File: src/rtl/pisa_pkg.sv
// Shared types and geometry for the PISA display path.
package pisa_pkg;

    typedef enum logic [1:0] {
        IDLE   = 2'd0,
        ACTIVE = 2'd1,
        DONE   = 2'd2
    } pw_state_t;

    localparam int unsigned PIX_W        = 8;
    localparam int unsigned WORD_W       = 32;
    localparam int unsigned PIX_PER_WORD = 4;
    localparam int unsigned LANE_W       = $clog2(PIX_PER_WORD);

    localparam int unsigned FRAME_WIDTH         = 256;
    localparam int unsigned FRAME_HEIGHT        = 256;
    localparam int unsigned FRAME_WORDS_DEFAULT = FRAME_WIDTH * FRAME_HEIGHT / PIX_PER_WORD;

endpackage

File: src/rtl/pixel_packer.sv
// Packs consecutive 8-bit pixels into a 32-bit word, lane 0 in the low byte.
module pixel_packer
    import pisa_pkg::*;
(
    input  logic              clk,
    input  logic              reset,
    input  logic              i_load,
    input  logic              i_clear,
    input  logic              i_last,
    input  logic [PIX_W-1:0]  i_pix,
    output logic              o_commit_c,
    output logic [WORD_W-1:0] o_word_c
);

    logic [LANE_W-1:0] r_lane;
    logic [WORD_W-1:0] r_acc;
    logic [WORD_W-1:0] w_word;
    logic              w_commit;

    // Current pixel merged into its lane; unfilled lanes stay zero.
    always_comb begin
        w_word = r_acc;
        for (int unsigned i = 0; i < PIX_PER_WORD; i++) begin
            if (r_lane == LANE_W'(i)) begin
                w_word[i*PIX_W +: PIX_W] = i_pix;
            end
        end
    end

    assign w_commit   = i_load && (i_last || (r_lane == LANE_W'(PIX_PER_WORD - 1)));
    assign o_commit_c = w_commit;
    assign o_word_c   = w_word;

    always_ff @(posedge clk or negedge reset) begin
        if (!reset) begin
            r_lane <= '0;
            r_acc  <= '0;
        end else if (i_clear || w_commit) begin
            r_lane <= '0;
            r_acc  <= '0;
        end else if (i_load) begin
            r_lane <= r_lane + LANE_W'(1);
            r_acc  <= w_word;
        end
    end

endmodule

File: src/rtl/pixel_writer.sv
// Frame-buffer write engine: accepts a pixel stream and writes packed words to the pixel RAM.
module pixel_writer
    import pisa_pkg::*;
#(
    parameter int unsigned ADDR_W      = 18,
    parameter int unsigned BASE_ADDR   = 0,
    parameter int unsigned FRAME_WORDS = FRAME_WORDS_DEFAULT
) (
    input  logic              clk,
    input  logic              reset,
    input  logic              start,
    input  logic              pix_valid,
    input  logic [PIX_W-1:0]  pix_data,
    input  logic              pix_last,
    output logic              pix_ready,
    output logic              wren,
    output logic [ADDR_W-1:0] wraddress,
    output logic [WORD_W-1:0] data,
    output logic              busy,
    output logic              frame_done
);

    localparam logic [63:0]       ADDR_SPAN = 64'(1) << ADDR_W;
    localparam logic [ADDR_W-1:0] BASE_PTR  = ADDR_W'(BASE_ADDR);
    localparam logic [ADDR_W-1:0] LAST_PTR  = ADDR_W'(BASE_ADDR + FRAME_WORDS - 1);

    if ((FRAME_WORDS == 0) || (64'(BASE_ADDR) + 64'(FRAME_WORDS) > ADDR_SPAN)) begin : g_bad_geometry
        $error("pixel_writer: frame does not fit in the word address space");
    end

    pw_state_t         r_state;
    pw_state_t         w_next_state;
    logic [ADDR_W-1:0] r_ptr;
    logic              r_wren;
    logic [ADDR_W-1:0] r_wraddress;
    logic [WORD_W-1:0] r_data;
    logic              r_busy;
    logic              r_frame_done;

    logic              w_handshake;
    logic              w_commit;
    logic              w_frame_end;
    logic [WORD_W-1:0] w_word;

    // Ready is a function of state and start only, never of pix_valid.
    assign pix_ready   = (r_state == ACTIVE) && !start;
    assign w_handshake = pix_valid && pix_ready;
    assign w_frame_end = w_commit && (pix_last || (r_ptr == LAST_PTR));

    pixel_packer u_packer (
        .clk        (clk),
        .reset      (reset),
        .i_load     (w_handshake),
        .i_clear    (start),
        .i_last     (pix_last),
        .i_pix      (pix_data),
        .o_commit_c (w_commit),
        .o_word_c   (w_word)
    );

    always_comb begin
        w_next_state = r_state;
        unique case (r_state)
            IDLE: begin
                if (start) begin
                    w_next_state = ACTIVE;
                end
            end
            ACTIVE: begin
                if (start) begin
                    w_next_state = ACTIVE;
                end else if (w_frame_end) begin
                    w_next_state = DONE;
                end
            end
            DONE: begin
                w_next_state = start ? ACTIVE : IDLE;
            end
            default: begin
                w_next_state = IDLE;
            end
        endcase
    end

    always_ff @(posedge clk or negedge reset) begin
        if (!reset) begin
            r_state <= IDLE;
        end else begin
            r_state <= w_next_state;
        end
    end

    // Pointer and write-port registers; start and commit never coincide since ready drops on start.
    always_ff @(posedge clk or negedge reset) begin
        if (!reset) begin
            r_ptr        <= BASE_PTR;
            r_wren       <= 1'b0;
            r_wraddress  <= BASE_PTR;
            r_data       <= '0;
            r_busy       <= 1'b0;
            r_frame_done <= 1'b0;
        end else begin
            r_wren       <= w_commit;
            r_frame_done <= w_frame_end;
            r_busy       <= (w_next_state != IDLE);
            if (start) begin
                r_ptr <= BASE_PTR;
            end else if (w_commit) begin
                r_wraddress <= r_ptr;
                r_data      <= w_word;
                r_ptr       <= r_ptr + ADDR_W'(1);
            end
        end
    end

    assign wren       = r_wren;
    assign wraddress  = r_wraddress;
    assign data       = r_data;
    assign busy       = r_busy;
    assign frame_done = r_frame_done;

endmodule
File: config.mk
export PLATFORM = sky130hd
export DESIGN_NAME = pixel_writer
export DESIGN_NICKNAME = d
export VERILOG_FILES = /design/src/rtl/pisa_pkg.sv /design/src/rtl/pixel_packer.sv /design/src/rtl/pixel_writer.sv
export SDC_FILE = /design/constraint.sdc
export NUM_CORES = 1
export LEC_CHECK = 0
export BUFFER_PORTS_ARGS = -buffer_cell sky130_fd_sc_hd__buf_2
export CAP_MARGIN = 20
export CORE_MARGIN = 2
export CORE_UTILIZATION = 30
export CTS_CLUSTER_DIAMETER = 150
export DETAILED_ROUTE_END_ITERATION = 8
export PLACE_DENSITY = 0.57
export SETUP_SLACK_MARGIN = 0.15
export SLEW_MARGIN = 20
export SYNTH_ARGS = -nofsm -noshare
export SYNTH_HDL_FRONTEND = slang
export SYNTH_SLANG_ARGS = --single-unit
export TNS_END_PERCENT = 50
File: constraint.sdc
create_clock -name clk -period 2.4 [get_ports clk]
set_input_delay 0.12 -clock clk [delete_from_list [all_inputs] [get_ports clk]]
set_output_delay 0.12 -clock clk [all_outputs]
set_load 0.01 [all_outputs]
==> flow_summary.ini, run 1 <==
[drt]
drcViolationCount = 0
wl_um = 9790
drt_first_pass_iters = 4
ant_nets = 0
first_iter_violations = 149
post_drt_via_cell_ratio = 4.86
routedWlPerCell_um = 15.4
vias = 3083

[synth]
synth_top_family_by_area = multiplexers
ys_warn_count = 0
syn_nets = 394
yosysUniqueCellTypes = 36
synth.top_cell.area_share_pct = 59.4
synthAdderAreaFrac_pct = 1.39
synth_compound_area_share_pct = 12.0
async_flop_share_pct = 100
synthXorXnorAreaFrac_pct = 1.55
synth-simple-area-share_pct = 10.6
synth_mux_area_share_pct = 12.3
synth.cell_area_um2 = 4510
post-synth-top-count-cell = dfrtp_1
ys_ff_latch = 107
yosys_most_used_dff = dfrtp_1
synth.avg_cell_area_um2 = 12.0
postSynthCellCount = 376
synth_edf_count = 0
synthTopCellsByArea = dfrtp_1 (59%), mux2i_1 (7.3%), mux2_2 (5.0%)
synth_commonest_cells = dfrtp_1 (107), nor2_1 (45), a21oi_1 (42)
seq_area_frac_synth_pct = 59.4
yosysTopAreaCell = dfrtp_1

[clock_tree]
cts_num_sinks = 107
cts-root-buf = clkbuf_16
numCtsBuffers = 9
post_cts_buffers = 0
clkLatencyLatePin_ps = 350
tritoncts = built
path_clk_slew_ps = 70
h-tree-depth = 3
cts_buffer_depth = 2

[pwr]
combPwrFrac_pct = 15.5
internal_power_mw = 3.06
seqPwrFrac_pct = 49.5
switchingPower_mw = 1.13
p_leak_nw = 2.55
swShare_pct = 26.9
power_density_nw_per_um2 = 774
ir_drop_v = 0.000342
p_clk_share_pct = 34.9

[layout]
n_antenna_cell = 0
postLayoutCellArea_um2 = 5400
final_util_pct = 37.0
nets = 464
fill_cells = 1411
area_growth_pct = 19.8
drive_gt1_share_pct = 25.9

[critical_path]
cp.arrival_ps = 2290
crit_required_ps = 2630
crit_path_start_kind = flop
critPathKind = flop to flop
end_kind = flop
worstRegToRegCells = 4
worstPathMaxFanout = 10

[floorplanning]
fp.dieW_um = 127
core_um2 = 14600
start_util_pct = 30.9
io_pins = 67
rows = 44
fp.dieArea_um2 = 16000
die_h_um = 127

[global_route]
antenna_found_initial = 0
grt_pass1_vias = 3145
grt_max_degree = 75
grt_overflow = 0
grt.total_usage_pct = 12.7
grt_pass1_wl_um = 16100

[placement]
place_congestion = 0.782
port_buffers = 66
place_area_um2 = 5100
dp_hpwl_um = 6630
dpl_worst_slack_ps = 375

[worst_hold_path]
min_path_type = primary input to flop
whs_path_depth = 3

[timing]
hold_slack_ps = 109
setup_viol = 0
finalHoldViolations = 0
worst_slew_pin_slew_ps = 756
setup_ws_ps = 341
drv_slew = 0
tns_ps = 0
skew_ps = 7.44
fmax_mhz = 486
post-route-period-util_pct = 85.8
period_needed_ps = 2060
rsz0062_at_grt = false
slew_headroom_pct = 49.6

[outcome]
status = finished, final reports clean

[flow_run]
cap_violations = 0
timing repair:
| item | 4_1_cts | 5_1_grt |
|---|---|---|
| endpoints found under the hold margin | 57 | 0 |
| endpoints found under the setup margin | 0 | 0 |
| resized for setup | 0 | 0 |
| hold buffers | 1 | 0 |
area by class of cell:
class	instances	area (um^2)	share of cell area, %
clock buffers	10	229	4.24
inverters	7	26.3	0.486
repair buffers	79	458	8.48
clock inverters	6	66.3	1.23
well taps	184	230	4.26
flip-flops and latches	107	2680	49.6
multi-input cells	242	1720	31.8
placed cells by master (no fill, tap or decap), types with 2 or more instances in the layout:
| cell type | instances |
|---|---|
| and2_1 | 8 |
| and3_1 | 4 |
| a22o_1 | 24 |
| or4_1 | 7 |
| nand4_1 | 4 |
| inv_1 | 7 |
| o31ai_1 | 6 |
| dfrtp_1 | 107 |
| buf_2 | 65 |
| xor2_1 | 6 |
| buf_4 | 11 |
| o21ai_0 | 4 |
| clkinvlp_4 | 3 |
| clkbuf_16 | 9 |
| nor2_1 | 45 |
| ha_1 | 5 |
| o211a_1 | 2 |
| mux2i_1 | 33 |
| xnor2_1 | 2 |
| nand2_1 | 7 |
| mux2_2 | 20 |
| nand3_1 | 6 |
| or3_1 | 3 |
| a21oi_1 | 42 |
| o21ai_1 | 3 |
| buf_12 | 2 |
sequential cells by signal, indices dropped and copies added (netlist names):
signal and flops:
u_packer.r_lane 2, r_ptr 18, data 32, u_packer.r_acc 32, wraddress 18, frame_done 1
busy 1, wren 1, r_state 2
metal layers:
layer | routed length [um] | up-vias | global-route usage [%]
met5 | 0 | - | 0
met4 | 221 | 0 | 4.91
met3 | 289 | 15 | 3.50
met2 | 4550 | 55 | 18.9
met1 | 4740 | 1528 | 17.6
li1 | - | 1485 | -
power groups by stage:
| stage | sequential (mW) | combinational, mW | clock (mW) |
|---|---|---|---|
| 5_1_grt | 2.10 | 0.733 | 1.58 |
| 3_3_place_gp | 2.10 | 0.657 | 0 |
| 4_1_cts | 2.08 | 0.669 | 1.50 |
| 3_5_place_dp | 2.11 | 0.664 | 0 |
| 2_1_floorplan | 2.18 | 0.258 | 0 |
| 6_report | 2.07 | 0.650 | 1.46 |
worst paths after layout:
check / slack (ps) / startpoint / to
worst max-delay path: 340 / r_state[1] / r_ptr[14]
worst max register to register: 340 / r_state[1] / r_ptr[14]
min in group asynchronous: 380 / reset / r_ptr[3]
worst min-delay path: 110 / pix_last / frame_done
max in group asynchronous: 1240 / reset / u_packer.r_acc[10]
worst min register to register: 490 / u_packer.r_acc[30] / u_packer.r_acc[30]
worst max-delay path: stages, from the launching register on:
cell and delay (ps):
dfrtp_1 410, and4bb_1 490, nand2_1 290, or3_1 450, mux2_2 290
logic make-up (layout without fill, tap and decap cells):
group           after synthesis  after routing
fa+ha+maj                     5              5
buf+inv                      27            102
mux                          53             53
simple gates                 92             92
compound gates               84             84
xor+xnor                      8              8
flops                       107            107
per-stage QoR:
stage | cells | power [mW]
6_report | 635 | 4.18
5_1_grt | 635 | 4.42
4_1_cts | 635 | 4.25
3_5_place_dp | 618 | 2.77
3_3_place_gp | 618 | 2.76
2_1_floorplan | 376 | 2.44
No activity file was read; power rests on OpenSTA's default activity.
==> run 2, diff against run 1 <==
Settings changed: ABC_AREA from default to 1, CORE_MARGIN 2 to default.
==> flow_summary.ini, run 2 <==
[global_route]
grt_overflow = 0
antenna_found_initial = 0
grt.total_usage_pct = 15.1
grt_max_degree = 83
grt_pass1_wl_um = 19800
grt_pass1_vias = 3902

[timing]
worst_slew_pin_slew_ps = 577
setup_viol = 0
period_needed_ps = 1750
fmax_mhz = 570
setup_ws_ps = 645
rsz0062_at_grt = false
drv_slew = 0
post-route-period-util_pct = 73.1
tns_ps = 0
finalHoldViolations = 0
skew_ps = 12.7
slew_headroom_pct = 61.5

[synth]
async_flop_share_pct = 100
synth.avg_cell_area_um2 = 8.29
ys_ff_latch = 107
synth.cell_area_um2 = 4850
synthTopCellsByArea = dfrtp_1 (55%), nand2_1 (14%), o21ai_0 (8.5%)
yosysUniqueCellTypes = 26
postSynthCellCount = 585
yosys_most_used_dff = dfrtp_1
synth_edf_count = 0
yosysTopAreaCell = dfrtp_1
synth_commonest_cells = nand2_1 (185), dfrtp_1 (107), o21ai_0 (82)
syn_nets = 603
post-synth-top-count-cell = nand2_1
seq_area_frac_synth_pct = 55.2
ys_warn_count = 0
synth.top_cell.area_share_pct = 55.2

[flow_run]
cap_violations = 0

[drt]
wl_met2_um = 5460
post_drt_via_cell_ratio = 4.50
first_iter_violations = 327
drt_first_pass_iters = 5
wl_um = 11500
vias = 3901
routedWlPerCell_um = 13.3
met3_length_um = 436
ant_nets = 0
highest_layer = met4
drcViolationCount = 0
wl_met1_um = 5580

[placement]
dpl_worst_slack_ps = 643
dp_hpwl_um = 7670
place_congestion = 0.801
port_buffers = 66

[critical_path]
cp.arrival_ps = 2010
critPathKind = flop to flop
crit_required_ps = 2660
end_kind = flop
worstPathMaxFanout = 20
worstRegToRegCells = 9
crit_path_start_kind = flop

[layout]
fill_cells = 1645
drive_gt1_share_pct = 15.5
final_cell_mix = nand2_1 (185), dfrtp_1 (107), o21ai_0 (82), inv_1 (71), buf_2 (65)
mostFrequentLayoutCell = nand2_1
n_antenna_cell = 0
nets = 664
area_growth_pct = 17.9

[floorplanning]
core_um2 = 15800
fp.dieW_um = 129
die_h_um = 129
start_util_pct = 30.6
fp.dieArea_um2 = 16700
io_pins = 67
rows = 46

[clock_tree]
h-tree-depth = 3
cts_num_sinks = 107
cts_buffer_depth = 2
cts-root-buf = clkbuf_16
post_cts_buffers = 0
numCtsBuffers = 9
tritoncts = built
path_clk_slew_ps = 70
clkLatencyLatePin_ps = 350

[worst_hold_path]
whs_path_depth = 3
min_path_type = primary input to flop

[pwr]
p_leak_nw = 2.83
ir_drop_v = 0.000364
power_density_nw_per_um2 = 814

[outcome]
status = finished, final reports clean
==> run 2: cell count changes after synthesis, moves of 23 or more <==
cell and change:
nand2_1 +178, o21ai_0 +78, a22o_1 -23, nand3_1 +25, inv_1 +64, a21oi_1 -40
mux2i_1 -33
==> run 2: cell families after synthesis <==
kind of cell	Yosys count	share of synthesized area (%)
DFF	107	55.2
xor gates and xnor gates	1	0.181
and+or+nand+nor	267	23.3
AOI/OAI and AO/OA	106	11.4
buffers and inverters	99	8.59
adders and majority gates	5	1.29
==> run 2: repair_timing <==
item	CTS	global route
gates resized for setup	0	0
hold buffers	1	0
setup endpoints to repair	0	0
hold endpoints to repair	25	0
==> run 2: critical path, stage by stage (launching register included) <==
cell,delay (ps)
dfrtp_1,400
ha_1,220
nor2_1,180
inv_2,50
nand3_2,100
inv_2,60
nor2_4,160
buf_4,290
nand3_1,110
o21ai_0,110
==> run 2: final timing paths <==
kind	from	to	slack, ps
max	u_packer.r_lane[0]	u_packer.r_acc[25]	650
max reg2reg	u_packer.r_lane[0]	u_packer.r_acc[25]	650
min reg2reg	wraddress[5]	wraddress[5]	480
min	pix_last	r_state[1]	50
min in group asynchronous	reset	wraddress[16]	240
max in group asynchronous	reset	wraddress[1]	1510
==> run 2: per-layer routing <==
layer,global-route usage [%],vias to the layer above
met5,0,-
met4,3.11,0
met3,3.55,5
met2,24.6,83
met1,20.4,1838
li1,-,1975
==> run 2: where the power goes <==
group	total [mW]	switching (mW)	leakage [nW]	internal, mW
Combinational	0.917	0.594	1.22	0.324
Sequential	2.17	0.118	1.46	2.05
Clock	1.57	0.654	0.150	0.913
Total	4.65	1.37	2.83	3.29
==> run 2: cell type report <==
class | count | area [um^2] | share of cell area [%]
Clock buffer | 11 | 233 | 4.07
Inverter | 74 | 278 | 4.86
Clock inverter | 4 | 73.8 | 1.29
Multi-Input combinational cell | 379 | 1750 | 30.7
Sequential cell | 107 | 2680 | 46.9
Timing Repair Buffer | 75 | 428 | 7.49
Tap cell | 216 | 270 | 4.73
==> run 2: per-stage QoR <==
stage               hold slack, ps  area [um^2]  utilization [%]  power, mW  instances
global route                  55.8         5710             36.1       4.91        866
global placement              70.0         5400             34.1       3.13        850
CTS                           51.5         5710             36.1       4.72        866
finish                        48.6         5710             36.1       4.65        866
floorplan                     -176         4850                -       2.73        585
detailed placement            70.9         5400             34.1       3.14        850
